$ cat src/rtl/vga_layer_arbiter_pkg.sv
// Shared constants and state encoding for the VGA layer arbiter.
package vga_layer_arbiter_pkg;

  localparam int unsigned NUM_LAYERS_DEF   = 4;
  localparam int unsigned H_TOTAL_DEF      = 800;
  localparam int unsigned V_TOTAL_DEF      = 525;
  localparam int unsigned H_ACTIVE_DEF     = 640;
  localparam int unsigned V_ACTIVE_DEF     = 480;
  localparam int unsigned BLINK_FRAMES_DEF = 30;
  localparam int unsigned COLOUR_W         = 6;
  localparam int unsigned CNT_W            = 10;

  typedef enum logic {
    SCAN   = 1'b0,
    VBLANK = 1'b1
  } state_e;

endpackage

$ cat src/rtl/vga_layer_arbiter_layer_priority_mux.sv
// Combinational priority select: the lowest eligible layer index wins.
module layer_priority_mux
  import vga_layer_arbiter_pkg::*;
#(
  parameter int unsigned NUM_LAYERS = NUM_LAYERS_DEF,
  parameter int unsigned IDX_W      = (NUM_LAYERS > 1) ? $clog2(NUM_LAYERS) : 1
) (
  input  logic [NUM_LAYERS-1:0]          eligible,
  input  logic [COLOUR_W*NUM_LAYERS-1:0] colours,
  output logic                           found_c,
  output logic [IDX_W-1:0]               idx_c,
  output logic [COLOUR_W-1:0]            colour_c
);

  // Walk from the lowest priority upward so the last hit is the winner.
  always_comb begin
    found_c  = 1'b0;
    idx_c    = '0;
    colour_c = '0;
    for (int i = int'(NUM_LAYERS) - 1; i >= 0; i--) begin
      if (eligible[i]) begin
        found_c  = 1'b1;
        idx_c    = IDX_W'(i);
        colour_c = colours[COLOUR_W*i +: COLOUR_W];
      end
    end
  end

endmodule

$ cat src/rtl/vga_layer_arbiter.sv
// Per-pixel layer compositor: lookahead coordinates, priority grant, blink and
// frame-synchronous double-buffered configuration.
module vga_layer_arbiter
  import vga_layer_arbiter_pkg::*;
#(
  parameter int unsigned NUM_LAYERS   = NUM_LAYERS_DEF,
  parameter int unsigned H_TOTAL      = H_TOTAL_DEF,
  parameter int unsigned V_TOTAL      = V_TOTAL_DEF,
  parameter int unsigned H_ACTIVE     = H_ACTIVE_DEF,
  parameter int unsigned V_ACTIVE     = V_ACTIVE_DEF,
  parameter int unsigned BLINK_FRAMES = BLINK_FRAMES_DEF,
  parameter int unsigned IDX_W        = (NUM_LAYERS > 1) ? $clog2(NUM_LAYERS) : 1
) (
  input  logic                           clk,
  input  logic                           resetN,
  input  logic [CNT_W-1:0]               horCnt,
  input  logic [CNT_W-1:0]               verCnt,
  output logic [CNT_W-1:0]               lookX,
  output logic [CNT_W-1:0]               lookY,
  input  logic [NUM_LAYERS-1:0]          layerReq,
  input  logic [COLOUR_W*NUM_LAYERS-1:0] layerColour,
  input  logic                           cfgValid,
  output logic                           cfgReady,
  input  logic [NUM_LAYERS-1:0]          cfgEnable,
  input  logic [NUM_LAYERS-1:0]          cfgBlink,
  input  logic [COLOUR_W-1:0]            cfgBgColour,
  output logic [COLOUR_W-1:0]            rgbContent,
  output logic [IDX_W-1:0]               grantIdx,
  output logic                           grantValid,
  output logic                           frameStart,
  output logic                           vblank
);

  localparam int unsigned BLINK_W = (BLINK_FRAMES > 1) ? $clog2(BLINK_FRAMES) : 1;

  state_e                  state_q, state_d, state_cur;
  logic                    init_q, init_d;
  logic [BLINK_W-1:0]      blink_cnt_q, blink_cnt_d;
  logic                    blink_phase_q, blink_phase_d;
  logic [NUM_LAYERS-1:0]   act_en_q, act_en_d, act_bl_q, act_bl_d;
  logic [COLOUR_W-1:0]     act_bg_q, act_bg_d;
  logic [NUM_LAYERS-1:0]   pend_en_q, pend_en_d, pend_bl_q, pend_bl_d;
  logic [COLOUR_W-1:0]     pend_bg_q, pend_bg_d;
  logic                    pend_full_q, pend_full_d;
  logic [COLOUR_W-1:0]     rgb_q, rgb_d;
  logic [IDX_W-1:0]        idx_q, idx_d;
  logic                    gv_q, gv_d;
  logic                    fs_q, fs_d;

  logic                    eol, boundary, accept, in_active;
  logic [NUM_LAYERS-1:0]   eligible;
  logic                    mux_found;
  logic [IDX_W-1:0]        mux_idx;
  logic [COLOUR_W-1:0]     mux_colour;

  // Lookahead: the layers see the pixel that will be on screen next cycle.
  always_comb begin
    eol   = (horCnt == CNT_W'(H_TOTAL - 1));
    lookX = eol ? '0 : horCnt + CNT_W'(1);
    lookY = verCnt;
    if (eol) begin
      lookY = (verCnt == CNT_W'(V_TOTAL - 1)) ? '0 : verCnt + CNT_W'(1);
    end
  end

  assign eligible = layerReq & act_en_q & ~(act_bl_q & {NUM_LAYERS{blink_phase_q}});

  layer_priority_mux #(
    .NUM_LAYERS (NUM_LAYERS),
    .IDX_W      (IDX_W)
  ) u_mux (
    .eligible (eligible),
    .colours  (layerColour),
    .found_c  (mux_found),
    .idx_c    (mux_idx),
    .colour_c (mux_colour)
  );

  // After reset the state is unknown relative to the counters, so re-derive it once.
  always_comb begin
    state_cur = init_q ? ((verCnt >= CNT_W'(V_ACTIVE)) ? VBLANK : SCAN) : state_q;
    state_d   = state_cur;
    init_d    = 1'b0;
    boundary  = 1'b0;
    case (state_cur)
      SCAN: begin
        if (eol && verCnt == CNT_W'(V_ACTIVE - 1)) begin
          state_d  = VBLANK;
          boundary = 1'b1;
        end
      end
      VBLANK: begin
        if (eol && verCnt == CNT_W'(V_TOTAL - 1)) begin
          state_d = SCAN;
        end
      end
    endcase
  end

  // Config double-buffer and blink counter, both advanced on the frame boundary.
  always_comb begin
    accept        = cfgValid & ~pend_full_q;
    act_en_d      = act_en_q;
    act_bl_d      = act_bl_q;
    act_bg_d      = act_bg_q;
    pend_en_d     = pend_en_q;
    pend_bl_d     = pend_bl_q;
    pend_bg_d     = pend_bg_q;
    pend_full_d   = pend_full_q;
    blink_cnt_d   = blink_cnt_q;
    blink_phase_d = blink_phase_q;
    if (boundary) begin
      if (pend_full_q) begin
        act_en_d    = pend_en_q;
        act_bl_d    = pend_bl_q;
        act_bg_d    = pend_bg_q;
        pend_full_d = 1'b0;
      end
      if (blink_cnt_q == BLINK_W'(BLINK_FRAMES - 1)) begin
        blink_cnt_d   = '0;
        blink_phase_d = ~blink_phase_q;
      end else begin
        blink_cnt_d = blink_cnt_q + BLINK_W'(1);
      end
    end
    if (accept) begin
      pend_en_d   = cfgEnable;
      pend_bl_d   = cfgBlink;
      pend_bg_d   = cfgBgColour;
      pend_full_d = 1'b1;
    end
  end

  // Pixel pipe: grantIdx holds whenever no layer wins.
  always_comb begin
    in_active = (lookX < CNT_W'(H_ACTIVE)) && (lookY < CNT_W'(V_ACTIVE));
    rgb_d     = '0;
    gv_d      = 1'b0;
    idx_d     = idx_q;
    fs_d      = (lookX == '0) && (lookY == '0);
    if (in_active) begin
      if (mux_found) begin
        rgb_d = mux_colour;
        gv_d  = 1'b1;
        idx_d = mux_idx;
      end else begin
        rgb_d = act_bg_q;
      end
    end
  end

  always_ff @(posedge clk or negedge resetN) begin
    if (!resetN) begin
      state_q       <= SCAN;
      init_q        <= 1'b1;
      blink_cnt_q   <= '0;
      blink_phase_q <= 1'b0;
      act_en_q      <= '1;
      act_bl_q      <= '0;
      act_bg_q      <= '0;
      pend_en_q     <= '0;
      pend_bl_q     <= '0;
      pend_bg_q     <= '0;
      pend_full_q   <= 1'b0;
      rgb_q         <= '0;
      idx_q         <= '0;
      gv_q          <= 1'b0;
      fs_q          <= 1'b0;
    end else begin
      state_q       <= state_d;
      init_q        <= init_d;
      blink_cnt_q   <= blink_cnt_d;
      blink_phase_q <= blink_phase_d;
      act_en_q      <= act_en_d;
      act_bl_q      <= act_bl_d;
      act_bg_q      <= act_bg_d;
      pend_en_q     <= pend_en_d;
      pend_bl_q     <= pend_bl_d;
      pend_bg_q     <= pend_bg_d;
      pend_full_q   <= pend_full_d;
      rgb_q         <= rgb_d;
      idx_q         <= idx_d;
      gv_q          <= gv_d;
      fs_q          <= fs_d;
    end
  end

  assign cfgReady   = ~pend_full_q;
  assign rgbContent = rgb_q;
  assign grantIdx   = idx_q;
  assign grantValid = gv_q;
  assign frameStart = fs_q;
  assign vblank     = (state_q == VBLANK);

endmodule
$ cat config.mk
export PLATFORM = sky130hd
export DESIGN_NAME = vga_layer_arbiter
export DESIGN_NICKNAME = d
export VERILOG_FILES = /design/src/rtl/vga_layer_arbiter_pkg.sv /design/src/rtl/vga_layer_arbiter_layer_priority_mux.sv /design/src/rtl/vga_layer_arbiter.sv
export SDC_FILE = /design/constraint.sdc
export NUM_CORES = 1
export LEC_CHECK = 0
export ABC_AREA = 1
export CORE_MARGIN = 2
export CORE_UTILIZATION = 42
export CTS_CLUSTER_SIZE = 25
export DETAILED_ROUTE_END_ITERATION = 7
export GPL_TIMING_DRIVEN = 0
export PLACE_DENSITY_LB_ADDON = 0.25
export RECOVER_POWER = 25
export SLEW_MARGIN = 10
export SYNTH_ARGS = -nofsm -noshare
export SYNTH_HDL_FRONTEND = slang
export SYNTH_SLANG_ARGS = --single-unit
$ cat constraint.sdc
create_clock -name clk -period 1.55 [get_ports clk]
set_input_delay 0.31 -clock clk [delete_from_list [all_inputs] [get_ports clk]]
set_output_delay 0.31 -clock clk [all_outputs]
set_load 0.02 [all_outputs]
==> flow_metrics.env <==
export IMPL_pre_cts_ws_ns=-1.39
export IMPL_wl_per_cell_um=16.0
export IMPL_seq_area_frac_synth_pct=39.9
export IMPL_worstSetupPathType="input pin to primary output"
export IMPL_grt_setup_unrepaired="yes"
export IMPL_relSlewSlack_pct=61.2
export IMPL_antenna_found_initial=0
export IMPL_dieArea_um2=7740
export IMPL_ys_warn_count=0
export IMPL_crit_family="simple AND/OR/NAND/NOR gates"
export IMPL_routed_via_density=5.30
export IMPL_netlist_top_cell_by_area="dfrtp_1"
export IMPL_worst_hold_slack_ns=0.435
export IMPL_status="finished, violations left"
export IMPL_fp_dieH_um=88.0
export IMPL_io_pins=97
export IMPL_crit_fanout=4
export IMPL_drc=0
export IMPL_grt_pass1_vias=3148
export IMPL_syn_cell_area_um2=2960
export IMPL_fp_row_count=30
export IMPL_instances_no_fill=655
export IMPL_crit_buf_inv=4
export IMPL_routed_wl_mm=10.4
export IMPL_slew_viol_final=0
export IMPL_synth_cell_types=34
export IMPL_min_from="verCnt[9]"
export IMPL_synth_net_count=473
export IMPL_drt_iter0_drc=218
export IMPL_yosysMostFrequentCell="nand2_1"
export IMPL_placed_area_um2=4160
export IMPL_hold_violations=0
export IMPL_p_leak_nw=2.63
export IMPL_core_um2=6790
export IMPL_ctsLongestPathBuffers=2
export IMPL_setup_slack_ns=-0.304
export IMPL_slowest_stage="nand3_2"
export IMPL_antenna_left=0
export IMPL_nets=628
export IMPL_first_pass_iters=4
export IMPL_post_route_period_util_pct=120
export IMPL_num_vias=3471
export IMPL_postLayoutCoreUtil_pct=75.9
export IMPL_synth_avg_cell_area_um2=7.35
export IMPL_dp_hpwl_mm=6.00
export IMPL_cp_arrival_ns=1.54
export IMPL_grtUsageTotal_pct=23.6
export IMPL_max_slew_worst_pin_slew_ns=0.581
export IMPL_hold_path_class="input pin to flip-flop"
export IMPL_internal_power_mw=1.88
export IMPL_drive_gt1_share_pct=42.4
export IMPL_gp_congestion=0.945
export IMPL_pwr_density_cell_nw_per_um2=523
export IMPL_yosysTopAreaCellShare_pct=35.5
export IMPL_cts_tree="done"
export IMPL_setup_viol=39
export IMPL_postSynthCellCount=403
export IMPL_seqPwrFrac_pct=45.8
export IMPL_vdd_drop_max_uv=467
export IMPL_slowest_delay_ns=0.19
export IMPL_clock_sinks=47
export IMPL_start_util_pct=43.6
export IMPL_synth_area_leaders="dfrtp_1, nand2_1, nand3_1"
export IMPL_synthFlopType="dfrtp_1"
export IMPL_drv_cap=0
export IMPL_dpl_cell_count=594
export IMPL_sw_frac_of_total_pct=30.3
export IMPL_htreeDepth=2
export IMPL_cts_inserted_buffers=5
export IMPL_cp_required_ns=1.24
export IMPL_power_total_mw=2.70
export IMPL_nFillCells=443
export IMPL_final_area_um2=5160
export IMPL_p_switching_mw=0.818
export IMPL_cp_start_kind="input pin"
export IMPL_grt_max_degree=38
export IMPL_cp_end_kind="primary output"
export IMPL_p_comb_share_pct=24.1
export IMPL_grt_overflow_total=0
export IMPL_violations="negative setup slack"
export IMPL_antenna_cells=0
export IMPL_post_route_min_period_ns=1.85
export IMPL_tns_ns=-4.44
export IMPL_fin_skew_ns=0.00460
export IMPL_root_buffer="clkbuf_8"
export IMPL_ys_seq_elements=47
export IMPL_async_reset_ff_share_pct=100
export IMPL_cpMostUsedCell="buf_6"
export IMPL_port_buffers=94
export IMPL_critical_path_startpoint="horCnt[1]"
export IMPL_p_clk_share_pct=30.1
export IMPL_fmax_mhz=539
export IMPL_ys_top_cells_by_count="nand2_1, nand3_1, inv_1"
export IMPL_r2r_start="init_q$_DFF_PN1_"
export IMPL_path_cells="buf_8 -> ha_4 -> nand4_4 -> nor2_4 -> buf_6 -> nand4_1 -> nand3_2 -> inv_2 -> buf_6"
export IMPL_grt_pass1_wl_mm=14.4
export IMPL_die_x_um=88.0
export IMPL_clkTransAtPathRegs_ns=0.10
export IMPL_synth_edf_count=0
export IMPL_clk_latency_ns=0.31
export IMPL_synthToLayoutAreaGrowth_pct=74.2
-- logic make-up after synthesis --
group	Yosys count	share of synthesized area, %
flip-flops	47	39.9
other	1	0.127
buffers and inverters	61	8.49
AO/OA/AOI/OAI	35	6.34
adder cells (fa/ha/maj)	5	2.11
AND/OR/NAND/NOR	234	35.9
XOR/XNOR	6	1.77
multiplexers	14	5.32
-- worst register-to-register path, cell delays in order, from the launching register on --
cell and delay, ns:
dfstp_2 0.55, nand2_1 0.06, o22ai_2 0.18, nand4_4 0.17
nor2_4 0.21, inv_4 0.06, buf_6 0.14, nand2_1 0.07
nand2_1 0.05
-- final timing paths --
check	endpoint	cells after the start	slack (ns)
max	lookY[9]	9	-0.30
min in group asynchronous	rgbContent[4]$_DFF_PN0_	2	0.50
min	blink_cnt_q[2]$_DFFE_PN0P_	5	0.43
min reg2reg	act_en_q[3]$_DFFE_PN1P_	2	0.46
max reg2reg	act_bl_q[1]$_DFFE_PN0P_	8	-0.05
max in group asynchronous	act_en_q[1]$_DFFE_PN1P_	3	0.13
-- routing by layer --
metal | vias up | global-route usage (%) | routed length (um)
met5 | - | 0 | 0
met4 | 0 | 8.25 | 314
met3 | 32 | 3.58 | 630
met2 | 138 | 40.5 | 5490
met1 | 1670 | 30.4 | 4020
li1 | 1631 | - | -
-- what timing repair did --
item,in CTS,in global routing
buffers inserted,41,20
hold buffers,1,0
resized for setup,262,92
setup endpoints to repair,67,51
pin swaps,33,37
cloned,1,0
endpoints found under the hold margin,10,0
-- placed cells by master, fill, tap and decap left out, types with 3 or more instances in the layout --
master	Yosys	routed
nand2_1	109	83
buf_4	3	44
clkdlybuf4s50_1	0	43
dfrtp_1	42	41
buf_6	1	34
inv_1	46	30
nand3_1	47	30
nor2_1	38	17
inv_2	3	16
nand4_1	16	16
nand2_2	1	15
nor2_4	2	15
mux2_2	14	14
buf_2	3	13
nor2_2	4	12
nand2_4	0	12
o21ai_0	14	10
a21oi_1	11	10
nand3_4	0	9
nand3_2	1	9
dlygate4sd2_1	0	9
dlymetal6s2s_1	0	6
o21ai_1	4	5
dfstp_2	5	5
clkbuf_8	0	5
xor2_1	6	4
nor3_2	0	3
nor3_1	8	3
o21ai_2	0	3
nand3b_1	3	3
ha_4	0	3
buf_8	0	3
-- layout make-up --
type                       count  area [um2]  area share (%)
multi-input combinational    295        2070            40.2
clock buffer                   5        68.8            1.33
inverter                      50         205            3.98
buffer                         9        76.3            1.48
clock inverter                 3        27.5           0.534
tap                           96         120            2.33
sequential                    47        1180            22.9
timing repair buffer         150        1400            27.2
-- state kept, by name, summed over array words and instances (netlist names) --
name           cells
frameStart         1
init_q             1
pend_en_q          4
act_bg_q           6
grantIdx           2
grantValid         1
blink_phase_q      1
rgbContent         6
pend_full_q        1
blink_cnt_q        5
pend_bl_q          4
vblank             1
act_en_q           4
pend_bg_q          6
act_bl_q           4
-- power groups by stage --
stage | logic [mW] | registers, mW | clock network, mW
detailed placement | 0.487 | 1.26 | 0
global placement | 0.475 | 1.26 | 0
finish | 0.650 | 1.23 | 0.812
floorplan | 0.180 | 1.26 | 0
CTS | 0.566 | 1.23 | 0.837
global route | 0.684 | 1.23 | 0.881
Note: power is estimated with default switching activity, not from simulation.
